==> src/rtl/sfx_scheduler.sv <==
// Sound-effect scheduler for the shared sample ROM.
// Latches one-cycle trigger pulses as sticky requests, grants the lowest-index
// request, steps the ROM address once per sample period and forwards each
// ROM sample (scaled by 256) to the audio codec interface.
module sfx_scheduler #(
    parameter int NUM_SFX    = 4,
    parameter int ADDR_W     = 16,
    parameter int DATA_W     = 24,
    parameter int SAMPLE_DIV = 1134,
    parameter logic [NUM_SFX*ADDR_W-1:0] SFX_BASE = {16'd12288, 16'd8192, 16'd4096, 16'd0},
    parameter logic [NUM_SFX*ADDR_W-1:0] SFX_LEN  = {16'd4096, 16'd4096, 16'd4096, 16'd4096}
) (
    input  logic                       CLOCK_50,
    input  logic                       resetn,
    input  logic [NUM_SFX-1:0]         trigger,
    output logic [ADDR_W-1:0]          rom_addr,
    input  logic [DATA_W-1:0]          rom_q,
    output logic [31:0]                sound,
    output logic                       busy,
    output logic [$clog2(NUM_SFX)-1:0] active_id,
    output logic                       sample_tick
);

    localparam int ID_W  = $clog2(NUM_SFX);
    localparam int DIV_W = $clog2(SAMPLE_DIV);
    localparam logic [DIV_W-1:0] DIV_RELOAD = DIV_W'(SAMPLE_DIV - 1);

    typedef enum logic [0:0] {
        IDLE = 1'b0,
        PLAY = 1'b1
    } state_t;

    state_t              state_reg, state_next;
    logic [NUM_SFX-1:0]  pending_reg, pending_next;
    logic [ADDR_W-1:0]   addr_reg, addr_next;
    logic [ADDR_W-1:0]   remaining_reg, remaining_next;
    logic [DIV_W-1:0]    divider_reg, divider_next;
    logic [ID_W-1:0]     id_reg, id_next;
    logic                tick_reg, tick_next;
    logic                q_valid_reg, q_valid_next;
    logic [31:0]         sound_reg, sound_next;

    // Per-effect start address and (length - 1), unpacked from the parameters.
    logic [ADDR_W-1:0]   base_arr   [NUM_SFX];
    logic [ADDR_W-1:0]   len_m1_arr [NUM_SFX];

    logic [ID_W-1:0]     winner_id;
    logic                grant;
    logic [NUM_SFX-1:0]  grant_mask;

    genvar gi;
    generate
        for (gi = 0; gi < NUM_SFX; gi++) begin : g_table
            assign base_arr[gi]   = SFX_BASE[gi*ADDR_W +: ADDR_W];
            assign len_m1_arr[gi] = SFX_LEN[gi*ADDR_W +: ADDR_W] - ADDR_W'(1);
        end
    endgenerate

    // Fixed-priority encoder: the lowest-index pending request wins.
    always_comb begin
        winner_id = '0;
        for (int i = NUM_SFX - 1; i >= 0; i--) begin
            if (pending_reg[i]) begin
                winner_id = ID_W'(i);
            end
        end
    end

    // Next-state logic: grant/preempt, sample stepping, end of effect, sound path.
    always_comb begin
        state_next     = state_reg;
        pending_next   = pending_reg;
        addr_next      = addr_reg;
        remaining_next = remaining_reg;
        divider_next   = divider_reg;
        id_next        = id_reg;
        tick_next      = 1'b0;
        q_valid_next   = q_valid_reg;
        sound_next     = sound_reg;
        grant          = 1'b0;
        grant_mask     = '0;

        case (state_reg)
            IDLE: begin
                sound_next   = '0;
                q_valid_next = 1'b0;
                if (pending_reg != '0) begin
                    grant = 1'b1;
                end
            end
            PLAY: begin
                // A request at or above the active priority (including a
                // retrigger of the active effect) takes over immediately.
                if ((pending_reg != '0) && (winner_id <= id_reg)) begin
                    grant = 1'b1;
                end else begin
                    // rom_q only carries this effect's data from the second
                    // PLAY cycle on; hold sound at 0 until then.
                    q_valid_next = 1'b1;
                    sound_next   = q_valid_reg ? 32'({rom_q, 8'h00}) : 32'd0;
                    if (divider_reg == '0) begin
                        if (remaining_reg != '0) begin
                            addr_next      = addr_reg + ADDR_W'(1);
                            remaining_next = remaining_reg - ADDR_W'(1);
                            divider_next   = DIV_RELOAD;
                            tick_next      = 1'b1;
                        end else begin
                            state_next   = IDLE;
                            sound_next   = '0;
                            q_valid_next = 1'b0;
                        end
                    end else begin
                        divider_next = divider_reg - DIV_W'(1);
                    end
                end
            end
            default: begin
                state_next = IDLE;
            end
        endcase

        if (grant) begin
            grant_mask     = {{(NUM_SFX-1){1'b0}}, 1'b1} << winner_id;
            addr_next      = base_arr[winner_id];
            remaining_next = len_m1_arr[winner_id];
            divider_next   = DIV_RELOAD;
            id_next        = winner_id;
            state_next     = PLAY;
            sound_next     = '0;
            q_valid_next   = 1'b0;
            tick_next      = 1'b0;
        end

        // A trigger arriving together with its own grant stays pending.
        pending_next = (pending_reg & ~grant_mask) | trigger;
    end

    // State and datapath registers; reset aborts playback at once.
    always_ff @(posedge CLOCK_50 or negedge resetn) begin
        if (!resetn) begin
            state_reg     <= IDLE;
            pending_reg   <= '0;
            addr_reg      <= '0;
            remaining_reg <= '0;
            divider_reg   <= '0;
            id_reg        <= '0;
            tick_reg      <= 1'b0;
            q_valid_reg   <= 1'b0;
            sound_reg     <= '0;
        end else begin
            state_reg     <= state_next;
            pending_reg   <= pending_next;
            addr_reg      <= addr_next;
            remaining_reg <= remaining_next;
            divider_reg   <= divider_next;
            id_reg        <= id_next;
            tick_reg      <= tick_next;
            q_valid_reg   <= q_valid_next;
            sound_reg     <= sound_next;
        end
    end

    assign rom_addr    = addr_reg;
    assign sound       = sound_reg;
    assign busy        = (state_reg == PLAY);
    assign active_id   = id_reg;
    assign sample_tick = tick_reg;

endmodule

==> config.mk <==
export PLATFORM = sky130hd
export DESIGN_NAME = sfx_scheduler
export DESIGN_NICKNAME = d
export VERILOG_FILES = /design/src/rtl/sfx_scheduler.sv
export SDC_FILE = /design/constraint.sdc
export NUM_CORES = 1
export LEC_CHECK = 0
export CAP_MARGIN = 20
export CORE_ASPECT_RATIO = 0.75
export CORE_MARGIN = 2
export CORE_UTILIZATION = 45
export CTS_CLUSTER_DIAMETER = 50
export DETAILED_ROUTE_END_ITERATION = 10
export PLACE_DENSITY = 0.76
export SKIP_LAST_GASP = 1
export SLEW_MARGIN = 15
export SYNTH_ARGS = -nofsm -noshare
export SYNTH_HDL_FRONTEND = slang
export SYNTH_SLANG_ARGS = --single-unit
==> constraint.sdc <==
create_clock -name CLOCK_50 -period 2.74 [get_ports CLOCK_50]
set_input_delay 0.411 -clock CLOCK_50 [delete_from_list [all_inputs] [get_ports CLOCK_50]]
set_output_delay 0.411 -clock CLOCK_50 [all_outputs]
set_load 0.01 [all_outputs]
==> flow_summary_export.csv, run 1 <==
group,metric,value,unit
run_status,status,"completed",
cts,root_buffer,"clkbuf_8",
floorplanning,die_y,80.3,um
finish,nets,457,
critical_path,cp_max_fo,7,
global_route,grt_use_met1,0.282,
global_route,antenna_found_initial,0,
cts,hold_buffers,0,
timing,post-route-min-period,2.67,ns
placed_design,place_ws,0.0987,ns
global_route,grt_pass1_vias,2826,
finish,drive_gt1_frac,0.103,
timing,fmax,375,MHz
power_and_ir_drop,power_density,834,nW/um2
power_and_ir_drop,switchingPower,0.00135,W
logic_synthesis,yosysSeqAreaShare,0.544,
job,maxCapViolations,0,
power_and_ir_drop,swShare,0.348,
global_route,gr-total-overflow,0,
power_and_ir_drop,pwr-share-clk,0.273,
critical_path,end_kind,"flip-flop",
floorplanning,start_util,0.470,
finish,antenna_cells,0,
logic_synthesis,yosysUniqueCellTypes,43,
cts,clk_latency,0.36,ns
timing,setup-violations-final,0,
critical_path,rr_endpoint,"rom_addr[15]$_DFFE_PN0P_",
global_route,use_met3,0.0714,
logic_synthesis,syn_area,3500,um2
logic_synthesis,synth-edff-count,0,
finish,final_area,4640,um2
power_and_ir_drop,share_seq_of_total_power,0.361,
global_route,grt_max_degree,77,
placed_design,gp_congestion,0.796,
timing,clock_skew,0.00749,ns
timing,rsz0062_at_grt,"no",
logic_synthesis,async_reset_ff_frac,1.00,
floorplanning,num_io_pins,82,
route,wl_per_cell,15.8,um
critical_path,critPathLaunchType,"flip-flop",
global_route,top_usage_layer,"met2",
cts,clk_pin_slew,0.09,ns
cts,clock-sinks,76,
logic_synthesis,yosys.area.top_type_share,0.544,
critical_path,crit_end,"rom_addr[15]$_DFFE_PN0P_",
cts,h-tree-depth,3,
hold_path,min_path_type,"primary input to async pin",
critical_path,crit_start,"divider_reg[1]$_DFFE_PN0P_",
critical_path,worstReg2RegStart,"divider_reg[1]$_DFFE_PN0P_",
cts,cts-buffers-inserted,9,
placed_design,placed_area,4360,um2
placed_design,dp.cells,509,
critical_path,path_class,"flip-flop to flip-flop",
timing,fin_ws,0.0735,ns
logic_synthesis,synth-seq-cells,76,
power_and_ir_drop,peakVddDrop,0.494,mV
route,drt_iter0_drc,240,
placed_design,io_buffers,73,
route,drt-total-wl,8.32,mm
global_route,grtUsageTotal,0.210,
logic_synthesis,synthFlopType,"dfrtp_1",
finish,post-route-util,0.624,
route,drc,0,
global_route,grt_pass1_wl,13.8,mm
route,firstDrtPassIters,4,
placed_design,dp_hpwl,5.70,mm
logic_synthesis,avgSynthCellArea,10.3,um2
floorplanning,core,7430,um2
cts,clk_path_buf_depth,2,
logic_synthesis,synth_warnings,0,
critical_path,r2r_slack,0.07,ns
critical_path,cp.arrival,2.95,ns
finish,area_growth,32.7,%
route,vias_per_cell,5.52,
route,antenna_left,0,
floorplanning,dieWidth,106,um
floorplanning,dieArea,8500,um2
timing,worst_pin_slew,0.953,ns
route,vias,2915,
power_and_ir_drop,combPwrFrac,0.366,
critical_path,required,3.02,ns
floorplanning,rows,27,
logic_synthesis,netlist_instances,340,
global_route,use_met2,0.318,
critical_path,reg2reg_depth,7,
finish,largest_register_ffs,24,
timing,post-route-period-util,0.973,
timing,tns,0,ns
finish,finalNonFillerCells,528,
logic_synthesis,synth_area_leader_cell,"dfrtp_1",
timing,slew_violations,0,
timing,max_slew_margin,0.365,
cts,cts_tree,"done",
power_and_ir_drop,leakage,1.81,nW
logic_synthesis,yosysMostFrequentCell,"dfrtp_1",
power_and_ir_drop,cell_internal_pwr,0.00252,W
logic_synthesis,synth.top_cells.by_count,"dfrtp_1, and2_1, nand2_1, a21oi_1, o21ai_0",
timing,finalHoldViolations,0,
logic_synthesis,synthTopCellsByArea,"dfrtp_1, and2_1, or4_1",
## cell usage in the layout (no fill, tap or decap), drive strengths merged, types with 4 or more instances in the layout
cell type / n
nor2: 14
xor2: 10
nand4: 11
clkbuf: 9
nand2: 24
nand2b: 4
o31ai: 10
inv: 12
a21oi: 16
nor3: 5
buf: 16
nand3: 14
or4: 14
clkdlybuf4s50: 72
and2: 27
o211ai: 6
or3: 14
nor4: 7
o21ai: 16
conb: 8
dfrtp: 76
ha: 5
## worst min-delay path by stage
stage | start | to | slack (ns) | cells past startpoint
2_1_floorplan | resetn | active_id[0]$_DFFE_PN0P_ | 0.12 | 0
3_3_place_gp | divider_reg[10]$_DFFE_PN0P_ | divider_reg[10]$_DFFE_PN0P_ | 0.50 | 2
3_5_place_dp | divider_reg[10]$_DFFE_PN0P_ | divider_reg[10]$_DFFE_PN0P_ | 0.50 | 2
4_1_cts | resetn | sound[16]$_DFFE_PN0P_ | 0.22 | 1
5_1_grt | resetn | sound[17]$_DFFE_PN0P_ | 0.24 | 1
6_report | resetn | sound[17]$_DFFE_PN0P_ | 0.17 | 1
## layer usage
| layer | wire [um] | vias to the layer above | part of all wire |
|---|---|---|---|
| met2 | 3740 | 105 | 0.45 |
| met4 | 131 | 0 | 0.016 |
| met5 | 0 | - | 0 |
| li1 | - | 1371 | - |
| met3 | 593 | 13 | 0.071 |
| met1 | 3860 | 1426 | 0.46 |
## power groups by stage
stage / Combinational, W / Clock [W] / Sequential [W]
detailed placement: 0.00140 / 0 / 0.00142
floorplan: 0.000690 / 0 / 0.00148
finish: 0.00141 / 0.00106 / 0.00140
CTS: 0.00141 / 0.00108 / 0.00140
global route: 0.00157 / 0.00113 / 0.00142
global placement: 0.00137 / 0 / 0.00141
## cells by family after synthesis
kind of cell / count (synthesis) / synth area share
adder cells (fa/ha/maj): 5 / 0.0179
multiplexers: 2 / 0.00608
buffers and inverters: 34 / 0.0458
other: 1 / 0.00107
XOR/XNOR: 13 / 0.0326
AND/OR/NAND/NOR: 151 / 0.249
AO/OA/AOI/OAI: 58 / 0.103
flip-flops: 76 / 0.544
## critical path, cell delays in order, from the launching register on
cell and delay, ns:
dfrtp_1 0.42, inv_2 0.09, ha_4 0.12, or3b_4 0.40
or4b_1 0.56, or4_4 0.48, or3_1 0.39, a21oi_2 0.13
## per-stage QoR
stage               power (W)  hold WS, ns
floorplan             0.00217        0.115
global route          0.00412        0.244
detailed placement    0.00282        0.496
global placement      0.00278        0.499
finish                0.00387        0.166
CTS                   0.00389        0.222
## area by class of cell
| cell class | count | area (um2) |
|---|---|---|
| inverter | 10 | 37.5 |
| multi-input combinational | 237 | 1490 |
| timing repair buffer | 88 | 841 |
| fill | 618 | 2790 |
| sequential | 76 | 1900 |
| clock buffer | 9 | 124 |
| tap | 101 | 126 |
| clock inverter | 7 | 123 |
## what timing repair did
action / CTS / global route
endpoints found under the setup margin: 0 / 7
resized for setup: 0 / 2
buffers inserted: 0 / 3
Note: power is estimated with default switching activity, not from simulation.
==> run 2: changes to the inputs <==
Settings changed: TNS_END_PERCENT set to 100.
==> results of run 2 <==
Final layout, timing and power as in run 1 (identical DEF).
